File: config.mk
export PLATFORM = sky130hd
export DESIGN_NAME = mul_share_sched
export DESIGN_NICKNAME = d
export VERILOG_FILES = /design/src/rtl/mul_share_sched.sv
export SDC_FILE = /design/constraint.sdc
export NUM_CORES = 1
export LEC_CHECK = 0
export BUFFER_PORTS_ARGS = -buffer_cell sky130_fd_sc_hd__buf_2
export CAP_MARGIN = 10
export CORE_UTILIZATION = 55
export CTS_CLUSTER_SIZE = 16
export DETAILED_ROUTE_END_ITERATION = 10
export GPL_TIMING_DRIVEN = 0
export PLACE_DENSITY = 0.87
export SETUP_SLACK_MARGIN = 0.05
export SYNTH_ARGS = -nofsm -noshare
export SYNTH_HDL_FRONTEND = slang
export SYNTH_SLANG_ARGS = --single-unit
File: constraint.sdc
create_clock -name clk -period 11.42 [get_ports clk]
set_input_delay 0.571 -clock clk [delete_from_list [all_inputs] [get_ports clk]]
set_output_delay 0.571 -clock clk [all_outputs]
set_load 0.01 [all_outputs]
File: src/rtl/mul_share_sched.sv
// Round-robin scheduler sharing one fixed-latency pipelined multiplier among NREQ requesters,
// with an ID tag pipe and a credit-protected show-ahead response FIFO.
module mul_share_sched #(
  parameter int unsigned NREQ   = 4,
  parameter int unsigned WA     = 16,
  parameter int unsigned WB     = 16,
  parameter int unsigned LAT    = 4,
  parameter int unsigned FDEPTH = 8,
  localparam int unsigned IDW   = $clog2(NREQ)
) (
  input  logic                          clk,
  input  logic                          rst,
  input  logic [NREQ-1:0]               req_valid,
  output logic [NREQ-1:0]               req_ready,
  input  logic [NREQ*WA-1:0]            req_a,
  input  logic [NREQ*WB-1:0]            req_b,
  output logic                          mul_valid_in,
  output logic [WA-1:0]                 mul_a,
  output logic [WB-1:0]                 mul_b,
  input  logic                          mul_valid_out,
  input  logic [WA+WB-1:0]              mul_p,
  output logic                          rsp_valid,
  input  logic                          rsp_ready,
  output logic [IDW-1:0]                rsp_id,
  output logic [WA+WB-1:0]              rsp_p,
  output logic [$clog2(FDEPTH+1)-1:0]   inflight,
  output logic                          err
);
  localparam int unsigned CW  = $clog2(FDEPTH+1);
  localparam int unsigned PW  = $clog2(FDEPTH);
  localparam int unsigned PRW = WA + WB;

  logic [IDW-1:0]     last, issue_id, gid;
  logic [NREQ-1:0]    grant;
  logic               found, can_issue, accept;
  logic [WA-1:0]      sel_a;
  logic [WB-1:0]      sel_b;
  int unsigned        idx;
  logic               tag_v  [LAT];
  logic [IDW-1:0]     tag_id [LAT];
  logic [CW-1:0]      count;
  logic [PW-1:0]      wptr, rptr, rnext;
  logic [IDW+PRW-1:0] mem [FDEPTH];
  logic [IDW+PRW-1:0] pdata;
  logic               exit_v, push, pop, full;

  // Credit covers every issued-but-unpopped result, so the FIFO can never overflow.
  assign can_issue = ({1'b0, inflight} + {1'b0, count}) < (CW+1)'(FDEPTH);
  assign exit_v    = tag_v[LAT-1];
  assign push      = mul_valid_out & exit_v;
  assign pop       = rsp_valid & rsp_ready;
  assign full      = (count == CW'(FDEPTH));
  assign rsp_valid = (count != '0);
  assign rnext     = rptr + PW'(1);
  assign pdata     = {tag_id[LAT-1], mul_p};

  always_comb begin
    grant = '0;
    gid   = '0;
    found = 1'b0;
    sel_a = '0;
    sel_b = '0;
    idx   = '0;
    for (int unsigned k = 1; k <= NREQ; k++) begin
      idx = (32'(last) + k) % NREQ;
      if (!found && req_valid[idx]) begin
        found      = 1'b1;
        grant[idx] = 1'b1;
        gid        = IDW'(idx);
        sel_a      = req_a[idx*WA +: WA];
        sel_b      = req_b[idx*WB +: WB];
      end
    end
    req_ready = can_issue ? grant : '0;
    accept    = can_issue & found;
  end

  always_ff @(posedge clk) begin
    if (rst) begin
      last         <= IDW'(NREQ-1);
      mul_valid_in <= 1'b0;
      mul_a        <= '0;
      mul_b        <= '0;
      issue_id     <= '0;
      for (int unsigned k = 0; k < LAT; k++) begin
        tag_v[k]  <= 1'b0;
        tag_id[k] <= '0;
      end
      inflight     <= '0;
      err          <= 1'b0;
      count        <= '0;
      wptr         <= '0;
      rptr         <= '0;
      rsp_id       <= '0;
      rsp_p        <= '0;
    end else begin
      mul_valid_in <= accept;
      if (accept) begin
        last     <= gid;
        mul_a    <= sel_a;
        mul_b    <= sel_b;
        issue_id <= gid;
      end
      tag_v[0]  <= mul_valid_in;
      tag_id[0] <= issue_id;
      for (int unsigned k = 1; k < LAT; k++) begin
        tag_v[k]  <= tag_v[k-1];
        tag_id[k] <= tag_id[k-1];
      end
      inflight <= inflight + CW'(accept) - CW'(exit_v);
      err      <= err | (mul_valid_out ^ exit_v);
      count    <= count + CW'(push) - CW'(pop);
      if (push) wptr <= wptr + PW'(1);
      if (pop)  rptr <= rnext;
      // Output registers track the next head; they hold when the FIFO drains empty.
      if (pop) begin
        if (count > CW'(1))  {rsp_id, rsp_p} <= mem[rnext];
        else if (push)       {rsp_id, rsp_p} <= pdata;
      end else if (count == '0 && push) begin
        {rsp_id, rsp_p} <= pdata;
      end
      assert (!(push && full && !pop));
    end
  end

  always_ff @(posedge clk) begin
    if (push) mem[wptr] <= pdata;
  end
endmodule
==> results_dict.tcl, run 1 <==
set metrics [dict create \
    outcome "finished, final reports clean" \
    critPathMaxStageDelay_ns 0.46 \
    synth.cell_area_mm2 0.01815 \
    grt_max_degree 27 \
    io_buffers 243 \
    cts_resized 0 \
    maxCapViolations 0 \
    ff2ff_path_depth 18 \
    setup_violations 0 \
    synth_edf_count 272 \
    clockBufferDepth 3 \
    drive_above_1_share 0.3988 \
    relSlewSlack 0.2907 \
    dp_hpwl_um 33760 \
    dr_total_vias 12689 \
    place_worst_setup_slack_ns 6.425 \
    cts_tree "built" \
    min_period_ns 5.321 \
    cts.sinks 370 \
    r2r_end "inflight[2]$_SDFF_PP0_" \
    cpMostUsedCell "buf_2" \
    first_pass_iters 5 \
    power.density_mw_per_mm2 244.9 \
    synth_fp_nets 1317 \
    drv_slew 0 \
    layout_commonest_cell "buf_2" \
    finalWorstSetupSlack_ns 6.099 \
    synth_cells 1123 \
    nets 1612 \
    required_ns 10.85 \
    grt_setup_unrepaired "false" \
    peakVddDrop_mv 0.1365 \
    async_reset_ff_frac 0 \
    yosysSeqAreaShare 0.5580 \
    crit_fanout 10 \
    wirelength_um 49950 \
    cts_root_buf "clkbuf_16" \
    hold_viol_final 0 \
    hp-start "mul_p[21]" \
    grt_usage 0.2987 \
    start_kind "flip-flop" \
    min_path_cells 1 \
    core-area_mm2 0.03254 \
    path_clk_slew_ns 0.06 \
    wl_per_cell_um 26.37 \
    insertion_delay_ns 0.54 \
    worstSetupPathType "flip-flop to primary output" \
    htreeDepth 2 \
    drt_iter0_drc 1414 \
    hold-path-endpoint "mem[0][21]$_DFFE_PP_" \
    critPathBufInv 10 \
    globalRoute.totalOverflow 0 \
    fmax_ghz 0.1879 \
    chipHeight_um 183.7 \
    fin_area_mm2 0.02147 \
    numCtsBuffers 38 \
    leakagePower_nw 7.778 \
    rr_startpoint "last[0]$_SDFFE_PP1P_" \
    cpLargestDelayFamily "buffers and inverters" \
    first_global_vias 12668 \
    synth-seq-cells 370 \
    viasPerCell 6.700 \
    holdWs_ns 0.3214 \
    synth_ff_type "edfxtp_1" \
    synth_cell_types 40 \
    worst_pin_slew_ns 1.064 \
    cp.arrival_ns 4.75 \
    syn_area_per_cell_um2 16.16 \
    slowest_stage "dfxtp_1" \
    die_w_um 183.7 \
    drcViolationCount 0 \
    io-pin-count 245 \
    hp-class "input pin to flip-flop" \
    start_util 0.5579 \
    syn_to_final_growth_pct 18.29 \
    r2r_slack_ns 6.35 \
    fin_crit_sh 0.4660 \
    grt_pass1_wl_um 75110 \
    dpl_cell_area_mm2 0.02017 \
    tns_ns 0 \
    ant_nets 0 \
    antenna_found_initial 4 \
    place_congestion 0.8722 \
    clock_skew_ns 0.02393 \
    post_cts_buffers 0 \
    dieArea_mm2 0.03373 \
    end_kind "primary output" \
    layout_common_cells "buf_2, edfxtp_1, mux4_2" \
    totalPowerFinal_mw 5.260 \
    hold_buffers 0 \
    rows 66 \
    crit_chain "buf_4 -> buf_4 -> buf_2 -> buf_2 -> buf_2 -> inv_1 -> ha_1 -> buf_2 -> mux4_2 -> nor2b_1 -> buf_2 -> buf_2 -> a221o_1 -> o21ai_0 -> a21oi_1 -> buf_2" \
    yosys_warnings 0 \
]
cell type report:
cell class	instances	area [um2]
fill	2206	11060
sequential	370	10130
multi-input combinational	639	7572
timing repair buffer	255	1408
clock buffer	50	1089
tap	442	553.0
buffer	97	441.7
clock inverter	19	203.9
inverter	17	63.81
antenna	5	12.51
power breakdown:
part | leakage (nW) | switching (mW) | internal, mW
Clock | 0.634 | 0.534 | 0.747
Sequential | 3.25 | 0.0786 | 1.55
Combinational | 3.89 | 1.25 | 1.09
how the worst max path moves through the flow:
stage	start	to	slack [ns]	depth (start not counted)
after floorplan	last[0]$_SDFFE_PP1P_	inflight[2]$_SDFF_PP0_	7.50	18
after detailed placement	last[0]$_SDFFE_PP1P_	inflight[2]$_SDFF_PP0_	6.43	18
after CTS	last[0]$_SDFFE_PP1P_	req_ready[1]	6.10	16
after global routing	last[0]$_SDFFE_PP1P_	req_ready[0]	5.87	16
after global placement	mul_valid_out	mem[0][17]$_DFFE_PP_	5.27	4
final	last[0]$_SDFFE_PP1P_	req_ready[3]	6.10	16
cell usage after synthesis, drive strengths merged, types with 3 or more instances:
cell	number	area, um2
nor2b	16	100.1
mux4	200	4504
nor3	4	20.02
inv	17	63.81
a22o	34	297.8
nor2	60	241.5
a221oi	32	280.3
ha	24	300.3
mux2	5	56.30
edfxtp	272	8168
xor2	5	43.79
o21ai	73	365.4
and2	3	18.77
mux2i	38	380.4
a221o	4	40.04
dfxtp	98	1962
a2bb2oi	32	280.3
nand2b	4	25.02
nand2	44	165.2
a21oi	40	200.2
xnor2	5	43.79
buf	49	261.5
clkbuf	48	180.2
per-stage QoR:
step	utilization	cells
3_5_place_dp	0.6199	1820
4_1_cts	0.6596	1889
5_1_grt	0.6599	1893
2_1_floorplan	-	1123
3_3_place_gp	0.6123	1808
6_report	0.6600	1894
registers in the layout, indices dropped and copies added, names as in the netlist, 3 cells and up:
signal / cells
count: 4
inflight: 4
mem: 272
mul_a: 16
mul_b: 16
rptr: 3
rsp_p: 32
tag_id: 8
tag_v: 4
wptr: 3
kinds of logic (layout without fill, tap and decap cells):
| kind of cell | after synthesis | in the layout | share of synthesized area |
|---|---|---|---|
| adder cells (fa/ha/maj) | 26 | 26 | 0.01875 |
| buffers and inverters | 114 | 438 | 0.02785 |
| other | 0 | 5 | 0 |
| AND/OR/NAND/NOR | 133 | 133 | 0.03253 |
| multiplexers | 243 | 243 | 0.2722 |
| flip-flops | 370 | 370 | 0.5580 |
| AO/OA/AOI/OAI | 227 | 227 | 0.08582 |
| XOR/XNOR | 10 | 10 | 0.004825 |
layer usage:
metal	routed length, um	track usage	up-vias
li1	-	-	5231
met1	16990	0.3566	6352
met2	26240	0.5405	956
met3	4909	0.05071	150
met4	1803	0.1120	0
met5	0	0	-
Note: power is estimated with default switching activity, not from simulation.
==> run 2: changes to the inputs <==
--- a/config.mk
+++ b/config.mk
@@ -7,7 +7,7 @@
 export LEC_CHECK = 0
 export BUFFER_PORTS_ARGS = -buffer_cell sky130_fd_sc_hd__buf_2
 export CAP_MARGIN = 10
-export CORE_UTILIZATION = 55
+export CORE_UTILIZATION = 53
 export CTS_CLUSTER_SIZE = 16
 export DETAILED_ROUTE_END_ITERATION = 10
 export GPL_TIMING_DRIVEN = 0
==> constraint.sdc (replaced) <==
create_clock -name clk -period 4.5 [get_ports clk]
set_input_delay 0.225 -clock clk [delete_from_list [all_inputs] [get_ports clk]]
set_output_delay 0.225 -clock clk [all_outputs]
set_load 0.01 [all_outputs]
==> run 2 against run 1 <==
Compared with the run above:
- global-route usage is 2.0 points lower
- count of clock-buffer cells in the layout stayed put
- die area is 3.7% higher
- final cell count is 1.8% higher
- first-iteration DRC count is 12% lower
- total power grew to 2.5 times the previous value
- cell area is 1.3% higher
- clock skew is 0.0059 ns higher
- register-to-register slack worse by 5.8 ns
- clock power is 150% higher
- flip-flop and latch count stayed put
- largest power group unchanged
==> results_dict.tcl, run 2 (same netlist as run 1, synthesis figures left out) <==
set metrics [dict create \
    dp_hpwl_um 33040 \
    dr_total_vias 12713 \
    fin_area_mm2 0.02176 \
    dpl_cell_area_mm2 0.02020 \
    grt_usage 0.2789 \
    wl_met3_um 5220 \
    finalWorstSetupSlack_ns 0.3230 \
    layout_commonest_cell "buf_2" \
    cp.arrival_ns 3.95 \
    crit_fanout 19 \
    totalPowerFinal_mw 13.28 \
    min_path_cells 1 \
    drive_above_1_share 0.3882 \
    place_worst_setup_slack_ns -0.4312 \
    start_util 0.5400 \
    first_pass_iters 5 \
    met2_length_um 25670 \
    cts.sinks 370 \
    drv_slew 0 \
    rows 67 \
    hold_viol_final 0 \
    io-pin-count 245 \
    routed.top_layer "met4" \
    setup_violations 0 \
    min_period_ns 4.177 \
    die_w_um 187.1 \
    end_kind "primary output" \
    outcome "finished, final reports clean" \
    wl_met1_um 16520 \
    clock_skew_ns 0.02984 \
    worst_pin_slew_ns 0.9970 \
    layout_common_cells "buf_2, edfxtp_1, mux4_2" \
    reg_top3 "mem x272, rsp_p x32" \
    wl_per_cell_um 25.53 \
    htreeDepth 2 \
    drt_iter0_drc 1240 \
    numCtsBuffers 38 \
    rr_startpoint "last[0]$_SDFFE_PP1P_" \
    chipHeight_um 187.1 \
    grt_max_degree 22 \
    leakagePower_nw 7.883 \
    io_buffers 243 \
    drcViolationCount 0 \
    tns_ns 0 \
    grt_pass1_wl_um 74710 \
    start_kind "flip-flop" \
    ff2ff_path_depth 15 \
    syn_to_final_growth_pct 19.86 \
    fin_crit_sh 0.9282 \
    ant_nets 0 \
    cts_tree "built" \
    hp-start "mul_p[13]" \
    top_register "mem" \
    clockBufferDepth 3 \
    insertion_delay_ns 0.55 \
    grt_setup_unrepaired "false" \
    globalRoute.totalOverflow 0 \
    core-area_mm2 0.03362 \
    first_global_vias 13088 \
    fmax_ghz 0.2394 \
    dp_cells 1828 \
    place_congestion 0.8770 \
    cts_root_buf "clkbuf_16" \
    startpoint "last[0]$_SDFFE_PP1P_" \
    dieArea_mm2 0.03499 \
    worstSetupPathType "flip-flop to primary output" \
    required_ns 4.28 \
    nets 1640 \
    relSlewSlack 0.3354 \
    power.density_mw_per_mm2 610.3 \
    viasPerCell 6.594 \
    peakVddDrop_mv 0.3414 \
    path_clk_slew_ns 0.06 \
    antenna_found_initial 4 \
    maxCapViolations 0 \
    wirelength_um 49230 \
    largest_register_ffs 272 \
    hp-class "input pin to flip-flop" \
    stdcell_count 1928 \
]
-- run 2: cell count changes in the layout (fill, tap and decap cells not counted), moves of 2 or more --
cell	delta
clkbuf_8	-2
dlygate4sd3_1	+28
clkbuf_1	+3
clkinv_2	-4
buf_2	-2
clkinv_1	+5
buf_6	+5
-- run 2: through the flow --
stage,util,hold slack [ns]
global route,0.6472,0.02392
finish,0.6472,0.02016
CTS,0.6468,0.001746
floorplan,-,0.3239
global placement,0.5928,0.4203
detailed placement,0.6010,0.4237
-- run 2: worst paths after layout --
kind | endpoint | slack, ns
max | req_ready[3] | 0.32
min reg2reg | tag_id[0][3]$_SDFF_PP0_ | 0.44
max reg2reg | inflight[1]$_SDFF_PP0_ | 0.53
min | mem[2][13]$_DFFE_PP_ | 0.02
-- run 2: routing by layer --
metal | track usage | up-vias
met4 | 0.1148 | 0
met1 | 0.3298 | 6290
met5 | 0 | -
li1 | - | 5292
met3 | 0.05535 | 149
met2 | 0.4974 | 982
-- run 2: area by class of cell --
class	count	area (um2)
clock buffers	50	1047
well taps	448	560.5
multi-input cells	639	7576
fillers	2232	11860
inverters	17	63.81
diodes	4	10.01
plain buffers	95	442.9
clock inverters	20	211.5
flip-flops and latches	370	10130
repair buffers	285	1714
-- run 2: where the power goes --
group,internal (mW),switching [mW],leakage [nW]
logic,2.80,3.19,4.03
registers,3.94,0.197,3.25
clock network,1.79,1.37,0.607
total,8.52,4.75,7.88
-- run 2: worst max-delay path, cell delays in order, from the launching register on --
cell and delay (ns):
dfxtp_1 0.45, buf_4 0.22, buf_6 0.24, buf_6 0.26
inv_1 0.13, ha_1 0.29, buf_2 0.20, mux4_2 0.38
nor2b_1 0.15, buf_2 0.19, buf_2 0.22, a221o_1 0.30
o21ai_0 0.09, a21oi_1 0.09, buf_2 0.18
-- run 2: what timing repair did --
item | CTS | global route
pin swaps | 0 | 0
setup buffers | 0 | 0
endpoints found under the setup margin | 28 | 4
hold buffers | 28 | 0
endpoints found under the hold margin | 223 | 0
resized for setup | 4 | 2
